[src/rtl/alu_multicycle.sv]
// alu_multicycle: N-bit ALU with a valid/ready handshake on both sides.
// Single-cycle operations resolve in EXEC; multiply runs an iterative
// shift-add loop in MUL, one multiplier bit per cycle. The result and
// flags are held in DONE until the consumer takes them.
module alu_multicycle #(
    parameter int N = 64
) (
    input  logic         input_clk,
    input  logic         input_reset,
    input  logic         input_valid,
    output logic         output_ready,
    input  logic [N-1:0] input_data_1,
    input  logic [N-1:0] input_data_2,
    input  logic [3:0]   input_opcode,
    output logic         output_valid,
    input  logic         input_ready,
    output logic [N-1:0] output_data,
    output logic         output_zero,
    output logic         output_carry,
    output logic         output_overflow,
    output logic         output_error
);

    // Shift amounts use only the low log2(N) bits of B; the multiply
    // counter needs one extra bit so it can reach N.
    localparam int SHW = $clog2(N);
    localparam int CW  = SHW + 1;

    localparam logic [3:0] OP_AND  = 4'b0000;
    localparam logic [3:0] OP_OR   = 4'b0001;
    localparam logic [3:0] OP_ADD  = 4'b0010;
    localparam logic [3:0] OP_SLT  = 4'b0011;
    localparam logic [3:0] OP_SLTU = 4'b0100;
    localparam logic [3:0] OP_SUB  = 4'b0110;
    localparam logic [3:0] OP_PASS = 4'b0111;
    localparam logic [3:0] OP_SLL  = 4'b1000;
    localparam logic [3:0] OP_SRL  = 4'b1001;
    localparam logic [3:0] OP_SRA  = 4'b1010;
    localparam logic [3:0] OP_NOR  = 4'b1100;
    localparam logic [3:0] OP_MUL  = 4'b1110;

    typedef enum logic [1:0] {
        IDLE = 2'd0,
        EXEC = 2'd1,
        MUL  = 2'd2,
        DONE = 2'd3
    } state_t;

    state_t          state_reg;

    // Operands captured at accept; later input changes have no effect.
    logic [N-1:0]    a_reg;
    logic [N-1:0]    b_reg;
    logic [3:0]      op_reg;

    // Shift-add multiplier state.
    logic [N-1:0]    mcand_reg;
    logic [N-1:0]    mplier_reg;
    logic [N-1:0]    acc_reg;
    logic [CW-1:0]   cnt_reg;

    // Registered result and handshake outputs.
    logic [N-1:0]    data_reg;
    logic            zero_reg;
    logic            carry_reg;
    logic            ovf_reg;
    logic            err_reg;
    logic            valid_reg;
    logic            ready_reg;

    // Combinational single-cycle datapath.
    logic [N-1:0]    and_bits;
    logic [N-1:0]    or_bits;
    logic [N-1:0]    nor_bits;
    logic [N:0]      sum_ext;
    logic [N-1:0]    diff;
    logic [SHW-1:0]  sh_amt;
    logic [N-1:0]    exec_res;
    logic            exec_carry;
    logic            exec_ovf;
    logic            exec_err;
    logic [N-1:0]    acc_next;

    // Per-bit logic unit shared by AND, OR and NOR.
    genvar gi;
    generate
        for (gi = 0; gi < N; gi++) begin : g_logic_unit
            assign and_bits[gi] = a_reg[gi] & b_reg[gi];
            assign or_bits[gi]  = a_reg[gi] | b_reg[gi];
            assign nor_bits[gi] = ~(a_reg[gi] | b_reg[gi]);
        end
    endgenerate

    assign sum_ext = {1'b0, a_reg} + {1'b0, b_reg};
    assign diff    = a_reg - b_reg;
    assign sh_amt  = b_reg[SHW-1:0];

    // Select the single-cycle result and its flags from the latched opcode.
    always_comb begin
        exec_res   = '0;
        exec_carry = 1'b0;
        exec_ovf   = 1'b0;
        exec_err   = 1'b0;
        case (op_reg)
            OP_ADD: begin
                exec_res   = sum_ext[N-1:0];
                exec_carry = sum_ext[N];
                exec_ovf   = (a_reg[N-1] == b_reg[N-1]) && (sum_ext[N-1] != a_reg[N-1]);
            end
            OP_SUB: begin
                exec_res   = diff;
                // Carry on subtract means "no borrow".
                exec_carry = (a_reg >= b_reg);
                exec_ovf   = (a_reg[N-1] != b_reg[N-1]) && (diff[N-1] != a_reg[N-1]);
            end
            OP_AND:  exec_res = and_bits;
            OP_OR:   exec_res = or_bits;
            OP_PASS: exec_res = b_reg;
            OP_NOR:  exec_res = nor_bits;
            OP_SLL:  exec_res = a_reg << sh_amt;
            OP_SRL:  exec_res = a_reg >> sh_amt;
            OP_SRA:  exec_res = $unsigned($signed(a_reg) >>> sh_amt);
            OP_SLT:  exec_res = {{(N-1){1'b0}}, ($signed(a_reg) < $signed(b_reg))};
            OP_SLTU: exec_res = {{(N-1){1'b0}}, (a_reg < b_reg)};
            default: begin
                // Undefined opcodes (multiply never reaches EXEC) give 0 + error.
                exec_res = '0;
                exec_err = 1'b1;
            end
        endcase
    end

    // One shift-add step: add the multiplicand when the current multiplier bit is set.
    always_comb begin
        acc_next = acc_reg;
        if (mplier_reg[0]) begin
            acc_next = acc_reg + mcand_reg;
        end
    end

    // Control FSM with registered result, flags and handshake outputs.
    always_ff @(posedge input_clk) begin
        if (input_reset) begin
            state_reg  <= IDLE;
            a_reg      <= '0;
            b_reg      <= '0;
            op_reg     <= '0;
            mcand_reg  <= '0;
            mplier_reg <= '0;
            acc_reg    <= '0;
            cnt_reg    <= '0;
            data_reg   <= '0;
            zero_reg   <= 1'b0;
            carry_reg  <= 1'b0;
            ovf_reg    <= 1'b0;
            err_reg    <= 1'b0;
            valid_reg  <= 1'b0;
            ready_reg  <= 1'b1;
        end else begin
            case (state_reg)
                IDLE: begin
                    if (input_valid) begin
                        a_reg     <= input_data_1;
                        b_reg     <= input_data_2;
                        op_reg    <= input_opcode;
                        ready_reg <= 1'b0;
                        if (input_opcode == OP_MUL) begin
                            mcand_reg  <= input_data_1;
                            mplier_reg <= input_data_2;
                            acc_reg    <= '0;
                            cnt_reg    <= '0;
                            state_reg  <= MUL;
                        end else begin
                            state_reg  <= EXEC;
                        end
                    end
                end
                EXEC: begin
                    data_reg  <= exec_res;
                    zero_reg  <= (exec_res == '0);
                    carry_reg <= exec_carry;
                    ovf_reg   <= exec_ovf;
                    err_reg   <= exec_err;
                    valid_reg <= 1'b1;
                    state_reg <= DONE;
                end
                MUL: begin
                    // N iterations, then one more edge to publish the product.
                    if (cnt_reg == CW'(N)) begin
                        data_reg  <= acc_reg;
                        zero_reg  <= (acc_reg == '0);
                        carry_reg <= 1'b0;
                        ovf_reg   <= 1'b0;
                        err_reg   <= 1'b0;
                        valid_reg <= 1'b1;
                        state_reg <= DONE;
                    end else begin
                        acc_reg    <= acc_next;
                        mcand_reg  <= mcand_reg << 1;
                        mplier_reg <= mplier_reg >> 1;
                        cnt_reg    <= cnt_reg + CW'(1);
                    end
                end
                DONE: begin
                    // Result stays frozen until taken; no accept on the same edge.
                    if (input_ready) begin
                        valid_reg <= 1'b0;
                        ready_reg <= 1'b1;
                        state_reg <= IDLE;
                    end
                end
                default: begin
                    state_reg <= IDLE;
                    valid_reg <= 1'b0;
                    ready_reg <= 1'b1;
                end
            endcase
        end
    end

    assign output_ready    = ready_reg;
    assign output_valid    = valid_reg;
    assign output_data     = data_reg;
    assign output_zero     = zero_reg;
    assign output_carry    = carry_reg;
    assign output_overflow = ovf_reg;
    assign output_error    = err_reg;

endmodule

[config.mk]
export PLATFORM = sky130hd
export DESIGN_NAME = alu_multicycle
export DESIGN_NICKNAME = d
export VERILOG_FILES = /design/src/rtl/alu_multicycle.sv
export SDC_FILE = /design/constraint.sdc
export NUM_CORES = 2
export LEC_CHECK = 0
export ABC_AREA = 0
export CORE_MARGIN = 2
export CORE_UTILIZATION = 45
export DETAILED_ROUTE_END_ITERATION = 16
export SYNTH_ARGS = -nofsm -noshare
export SYNTH_HDL_FRONTEND = slang
export SYNTH_SLANG_ARGS = --single-unit
[constraint.sdc]
create_clock -name input_clk -period 7.5 [get_ports input_clk]
set_input_delay 1.5 -clock input_clk [delete_from_list [all_inputs] [get_ports input_clk]]
set_output_delay 1.5 -clock input_clk [all_outputs]
set_load 0.02 [all_outputs]
---- Word level (Yosys, flattened, before mapping) ----
Index checks and enable logic that the tools add are counted.
storage, ports and cells
  output and inout bits ................... 70
  register bits after elaboration ......... 403
  word-level logic and storage cells ...... 300
  bits of input ports ..................... 136
cells by class
  shift-type cells ........................ 3
  order comparisons ....................... 3
  bitwise logic cells ..................... 192
  equality and inequality tests ........... 25
  $add $sub $neg .......................... 4
  muxes and demuxes ....................... 40
  reductions and logical operators ........ 18
operators by type and width
  cell                                                              count
  64-bit two-way mux                                                11
  64-bit case mux with 11 select lines                              1
  64-bit case mux with 2 select lines                               4
  64-bit logical NOT                                                2
  64-bit < comparator                                               2
  64-bit by 64-bit adder with 65-bit output                         1
  64-bit adder                                                      1
  1-bit AND                                                         64
  64-bit >= comparator                                              1
  1-bit NOT                                                         64
  1-bit bitwise OR                                                  64
  64-bit by 6-bit left shift with 64-bit output                     1
  64-bit by 6-bit right shift with 64-bit output                    1
  64-bit by 6-bit >>> shifter with 64-bit output                    1
  64-bit subtractor                                                 1
  7-bit two-way mux                                                 3
  4-bit == test (second input constant)                             5
  1-bit case mux with 2 select lines                                7
  7-bit case mux with 2 select lines                                1
  4-bit by 3-bit == test with 1-bit output (second input constant)  3
  2-bit != test (second input constant)                             6
  11-bit OR reduction                                               1
  3-bit AND reduction                                               3
  4-bit by 2-bit == test with 1-bit output (second input constant)  2
  19 further kinds                                                  35

---- Depth between registers and ports, before layout ----
  depth in word-level cells ............... 5
  mapped depth ............................ 22
  depth with buffers taken out ............ 17

---- Worst setup path after synthesis ----
Ideal clock, no wire load.
  path kind ............................... input port to flip-flop
  start ................................... input b_reg[4]
  end ..................................... register zero_reg (netlist: output_zero)
  library setup time ...................... 88 ps
  buffers on the path ..................... 6
  cell stages on the path ................. 22
  required time ........................... 7,412 ps
  data arrival time ....................... 5,761 ps
  setup slack ............................. 1,651 ps
  cells stage by stage .................... dfxtp_1 -> inv_1 -> clkbuf_1 -> clkbuf_1 -> clkbuf_1 -> clkbuf_1 -> clkbuf_1 -> ha_1 -> clkbuf_1 -> a21o_1 -> a311o_1 -> a31oi_1 -> a21oi_1 -> a31o_2 -> xor2_1 -> a221o_1 -> nor4_1 -> nand4_1 -> nor4_1 -> nand4_1 -> or4_1 -> o32ai_2
between the ends
  longest elaborated chain between the ends .. 5
ends and longest elaborated chain
  item                                                       line  text
  start: declaration                                         53    logic [N-1:0] b_reg;
  branches (longest 2 deep; another with 64-bit subtractor)  n/a
  64-bit case mux with 11 select lines *                     104   case (op_reg)
  64-bit logical NOT *                                       180   zero_reg <= (exec_res == '0);
  1-bit case mux with 2 select lines *                       160   case (state_reg)
  end signal: assignment                                     180
  end signal: assignment                                     191   zero_reg <= (acc_reg == '0);
  end: declaration                                           64    logic zero_reg;
Every way passes the cells marked *.
A chain may end at the register's enable or synchronous reset.

---- Final worst setup path ----
  start ................................... input a_reg[10]
  end ..................................... register zero_reg (netlist: output_zero)
between the ends
  longest elaborated chain between the ends .. 5
ends and longest elaborated chain
  item                                                       line  text
  start: declaration                                         52    logic [N-1:0] a_reg;
  branches (longest 2 deep; another with 64-bit subtractor)  n/a
  64-bit case mux with 11 select lines *                     104
  64-bit logical NOT *                                       180
  1-bit case mux with 2 select lines *                       160
Marks and branches as above.

==> run_summary.xml <==
<?xml version="1.0" encoding="UTF-8"?>
<metrics>
  <group name="outcome">
    <metric name="outcome" unit="">completed</metric>
  </group>
  <group name="setup_path">
    <metric name="worstPathRequired" unit="ns">8.07</metric>
    <metric name="worst-setup-path-type" unit="">reg -&gt; reg</metric>
    <metric name="crit_arrival" unit="ns">7.60</metric>
    <metric name="crit_path_start_kind" unit="">register</metric>
    <metric name="timing.critical_path.to_type" unit="">register</metric>
    <metric name="critPathMaxFanout" unit="">19</metric>
  </group>
  <group name="global_routing">
    <metric name="overflow" unit="">0</metric>
    <metric name="groute.layer.met3.usage" unit="">0.175</metric>
    <metric name="grt_max_degree" unit="">168</metric>
    <metric name="global_route_usage_over_all_layers" unit="">0.482</metric>
    <metric name="met1_usage" unit="">0.632</metric>
    <metric name="initial_antenna_violation_count" unit="">15</metric>
    <metric name="first_global_vias" unit="">46100</metric>
    <metric name="grt.met2_usage" unit="">0.670</metric>
    <metric name="gr_peak_layer" unit="">met2</metric>
    <metric name="global_route_wire_length_before_repair" unit="mm">348</metric>
  </group>
  <group name="timing">
    <metric name="fin_worst_hold_slack" unit="ns">0.453</metric>
    <metric name="timing_worst_slew_pin_value" unit="ns">1.46</metric>
    <metric name="min_period" unit="ns">7.03</metric>
    <metric name="setup_slack" unit="ns">0.467</metric>
    <metric name="final-max-slew-violation-count" unit="">0</metric>
    <metric name="final_min_period_over_clock_period" unit="">0.938</metric>
    <metric name="sum_neg_setup_slack" unit="ns">0</metric>
    <metric name="rsz0062_at_grt" unit="">no</metric>
    <metric name="worst_clock_skew_on_the_final_layout" unit="ns">0.0410</metric>
    <metric name="max-slew-margin-rel" unit="">0.0235</metric>
    <metric name="report.final.setup_viol" unit="">0</metric>
    <metric name="finalHoldViolCount" unit="">0</metric>
    <metric name="max_clock_freq" unit="MHz">142</metric>
  </group>
  <group name="synth">
    <metric name="synth_area_per_cell" unit="sq um">7.55</metric>
    <metric name="synth-edff-count" unit="">0</metric>
    <metric name="fraction_of_synthesis_flops_using_an_asynchronous_set_or_reset_pin" unit="">0</metric>
    <metric name="synthesis.nets" unit="">6206</metric>
    <metric name="synth_seq_area_share" unit="">0.184</metric>
    <metric name="synth.top_cells.by_area" unit="">dfxtp_1 18%, ha_1 7.7%, mux4_2 7.2%</metric>
    <metric name="synth.cell_area" unit="sq mm">0.0438</metric>
    <metric name="yosys.area.top_type" unit="">dfxtp_1</metric>
    <metric name="post_synth_inst_count" unit="">5797</metric>
    <metric name="synth_top_flop_cell" unit="">dfxtp_1</metric>
    <metric name="synth_largest_type_area_fraction" unit="">0.184</metric>
    <metric name="ys_warn_count" unit="">0</metric>
    <metric name="synth_seq_cells" unit="">403</metric>
    <metric name="synthDistinctLibCells" unit="">104</metric>
  </group>
  <group name="power">
    <metric name="power.ir.vdd_worst" unit="V">0.000380</metric>
    <metric name="power_density" unit="mW/mm^2">335</metric>
    <metric name="totalPowerFinal" unit="mW">16.2</metric>
    <metric name="static-leakage-power" unit="nW">18.2</metric>
  </group>
  <group name="detailed_routing">
    <metric name="detail_route.wirelength" unit="mm">249</metric>
    <metric name="detailedRoute.firstPassIterationCount" unit="">7</metric>
    <metric name="routedWlPerCell" unit="microns">35.4</metric>
    <metric name="vias" unit="">50700</metric>
    <metric name="drtAntennaViolNets" unit="">0</metric>
    <metric name="detailedRoute.firstIterationViolations" unit="">8924</metric>
    <metric name="drc" unit="">0</metric>
    <metric name="vias_per_cell" unit="">7.19</metric>
  </group>
  <group name="place">
    <metric name="placedCellCount" unit="">6944</metric>
    <metric name="placement.io_buffers" unit="">205</metric>
    <metric name="detailed_place_hpwl" unit="mm">192</metric>
    <metric name="pre_cts_slack" unit="ns">0.960</metric>
    <metric name="detailed_place.area" unit="sq mm">0.0468</metric>
    <metric name="place_congestion" unit="">1.14</metric>
  </group>
  <group name="clock_network">
    <metric name="cts-buffers-inserted" unit="">48</metric>
    <metric name="clockBufferDepth" unit="">3</metric>
    <metric name="worst_skew_pair.late_latency" unit="ns">0.67</metric>
    <metric name="cts_sinks" unit="">403</metric>
    <metric name="clock_tree.htree_level_count" unit="">2</metric>
    <metric name="postCtsSetupRepairBufs" unit="">0</metric>
    <metric name="clkTransAtPathRegs" unit="ns">0.06</metric>
    <metric name="cts_tree" unit="">done</metric>
    <metric name="cts_resized" unit="">0</metric>
    <metric name="root_buffer" unit="">clkbuf_16</metric>
    <metric name="ctsHoldBuffers" unit="">0</metric>
  </group>
  <group name="layout">
    <metric name="finalInstanceArea" unit="sq mm">0.0485</metric>
    <metric name="fraction_of_layout_instances_using_a_drive_strength_above_1" unit="">0.101</metric>
    <metric name="fin_nets" unit="">6128</metric>
    <metric name="final_cell_count_no_fill" unit="">7040</metric>
    <metric name="area_growth" unit="%">10.8</metric>
    <metric name="final_core_utilization" unit="">0.502</metric>
  </group>
  <group name="floorplanning">
    <metric name="floorplan.die_area" unit="sq mm">0.0998</metric>
    <metric name="die_w" unit="microns">316</metric>
    <metric name="die_y" unit="microns">316</metric>
    <metric name="row_count" unit="">114</metric>
    <metric name="floorplan.initialDensity" unit="">0.453</metric>
    <metric name="fp.coreArea" unit="sq mm">0.0966</metric>
    <metric name="io-pin-count" unit="">206</metric>
  </group>
  <group name="flow_run">
    <metric name="max-cap-violations" unit="">0</metric>
  </group>
  <group name="min_path">
    <metric name="class_of_the_most_critical_hold_timing_path" unit="">reg -&gt; reg</metric>
  </group>
</metrics>
-- critical path, stage by stage, from the launching register on --
cell,delay [ns]
dfxtp_1,0.87
inv_1,0.10
ha_1,0.54
nor4_1,0.55
o311ai_1,0.18
a31oi_1,0.58
nor3_1,0.16
o221ai_1,1.00
a211oi_1,0.34
mux2i_1,0.19
nor4_1,0.93
and3_1,0.27
and4_1,0.32
nand4_1,0.12
or4_1,0.55
o32ai_2,0.25
-- metal layers --
metal,wire length (microns),share of wire
met1,95800,0.38
met2,97800,0.39
met3,36000,0.14
met4,19300,0.077
met5,122,0.00049
-- cell usage in the layout (no fill, tap or decap), types with 33 or more instances in the layout --
master and n:
a221oi_1 55, a21o_1 76, o22ai_1 42, or3_1 33, clkbuf_16 48, o21ai_0 237, nand3_1 109, xor2_1 34
nor3_1 90, nor2_1 541, clkdlybuf4s50_1 204, nor4_1 64, o21bai_1 39, a21oi_1 527, nand2b_1 37, a211oi_1 191
xnor2_1 55, nor2b_1 49, mux4_2 139, mux2_2 81, dfxtp_1 394, nand4_1 69, nand2_1 747, o221ai_1 43
ha_1 269, mux2i_1 291, a31oi_1 55, inv_1 221, o31ai_1 45, buf_4 171, a22oi_1 95, o211ai_1 71
-- cell usage after synthesis (all sizes together) (30+ instances only) --
cell type / n
or3: 33
a221oi: 56
nor4: 67
a22oi: 95
nor2: 541
a21o: 76
dfxtp: 403
o221ai: 43
o22ai: 43
buf: 158
a21oi: 528
o21ai: 253
nor2b: 50
ha: 270
mux2i: 293
o211ai: 71
nor3: 95
a211oi: 192
nand3: 109
o21a: 32
a31oi: 55
clkbuf: 354
xor2: 34
o31ai: 45
nand2: 749
inv: 227
xnor2: 55
mux4: 142
nand4: 69
mux2: 87
and3: 30
and2: 36
nand2b: 38
o21bai: 39
-- report_power, final --
group / leakage [nW] / switching, mW / total [mW] / internal (mW)
combinational: 14.0 / 7.00 / 10.2 / 3.24
clock: 0.842 / 1.08 / 2.63 / 1.55
sequential: 3.30 / 0.669 / 3.38 / 2.71
total: 18.2 / 8.75 / 16.2 / 7.50
-- layout make-up --
class,instances,area (sq um)
timing repair buffer,384,3490
clock inverter,25,380
inverter,230,866
tap,1276,1600
clock buffer,65,1350
sequential,403,8090
fill,9589,48100
antenna,5,12.5
multi-input combinational,4652,32700
-- worst paths after layout --
kind,start,to,slack (ns),cells after the start
worst max-delay path,a_reg[10],output_zero,0.47,15
worst min-delay path,output_data[14],output_data[14],0.45,2
worst max register to register,a_reg[10],output_zero,0.47,15
worst min register to register,output_data[14],output_data[14],0.45,2
-- cells by family after synthesis --
kind of cell,count (synthesis),synth area share
AND/OR/NAND/NOR,1932,0.201
XOR/XNOR,89,0.0178
flip-flops,403,0.184
buffers and inverters,742,0.0715
AO/OA/AOI/OAI,1836,0.283
multiplexers,522,0.163
adder cells (fa/ha/maj),273,0.0785
No activity file was read; power rests on OpenSTA's default activity.
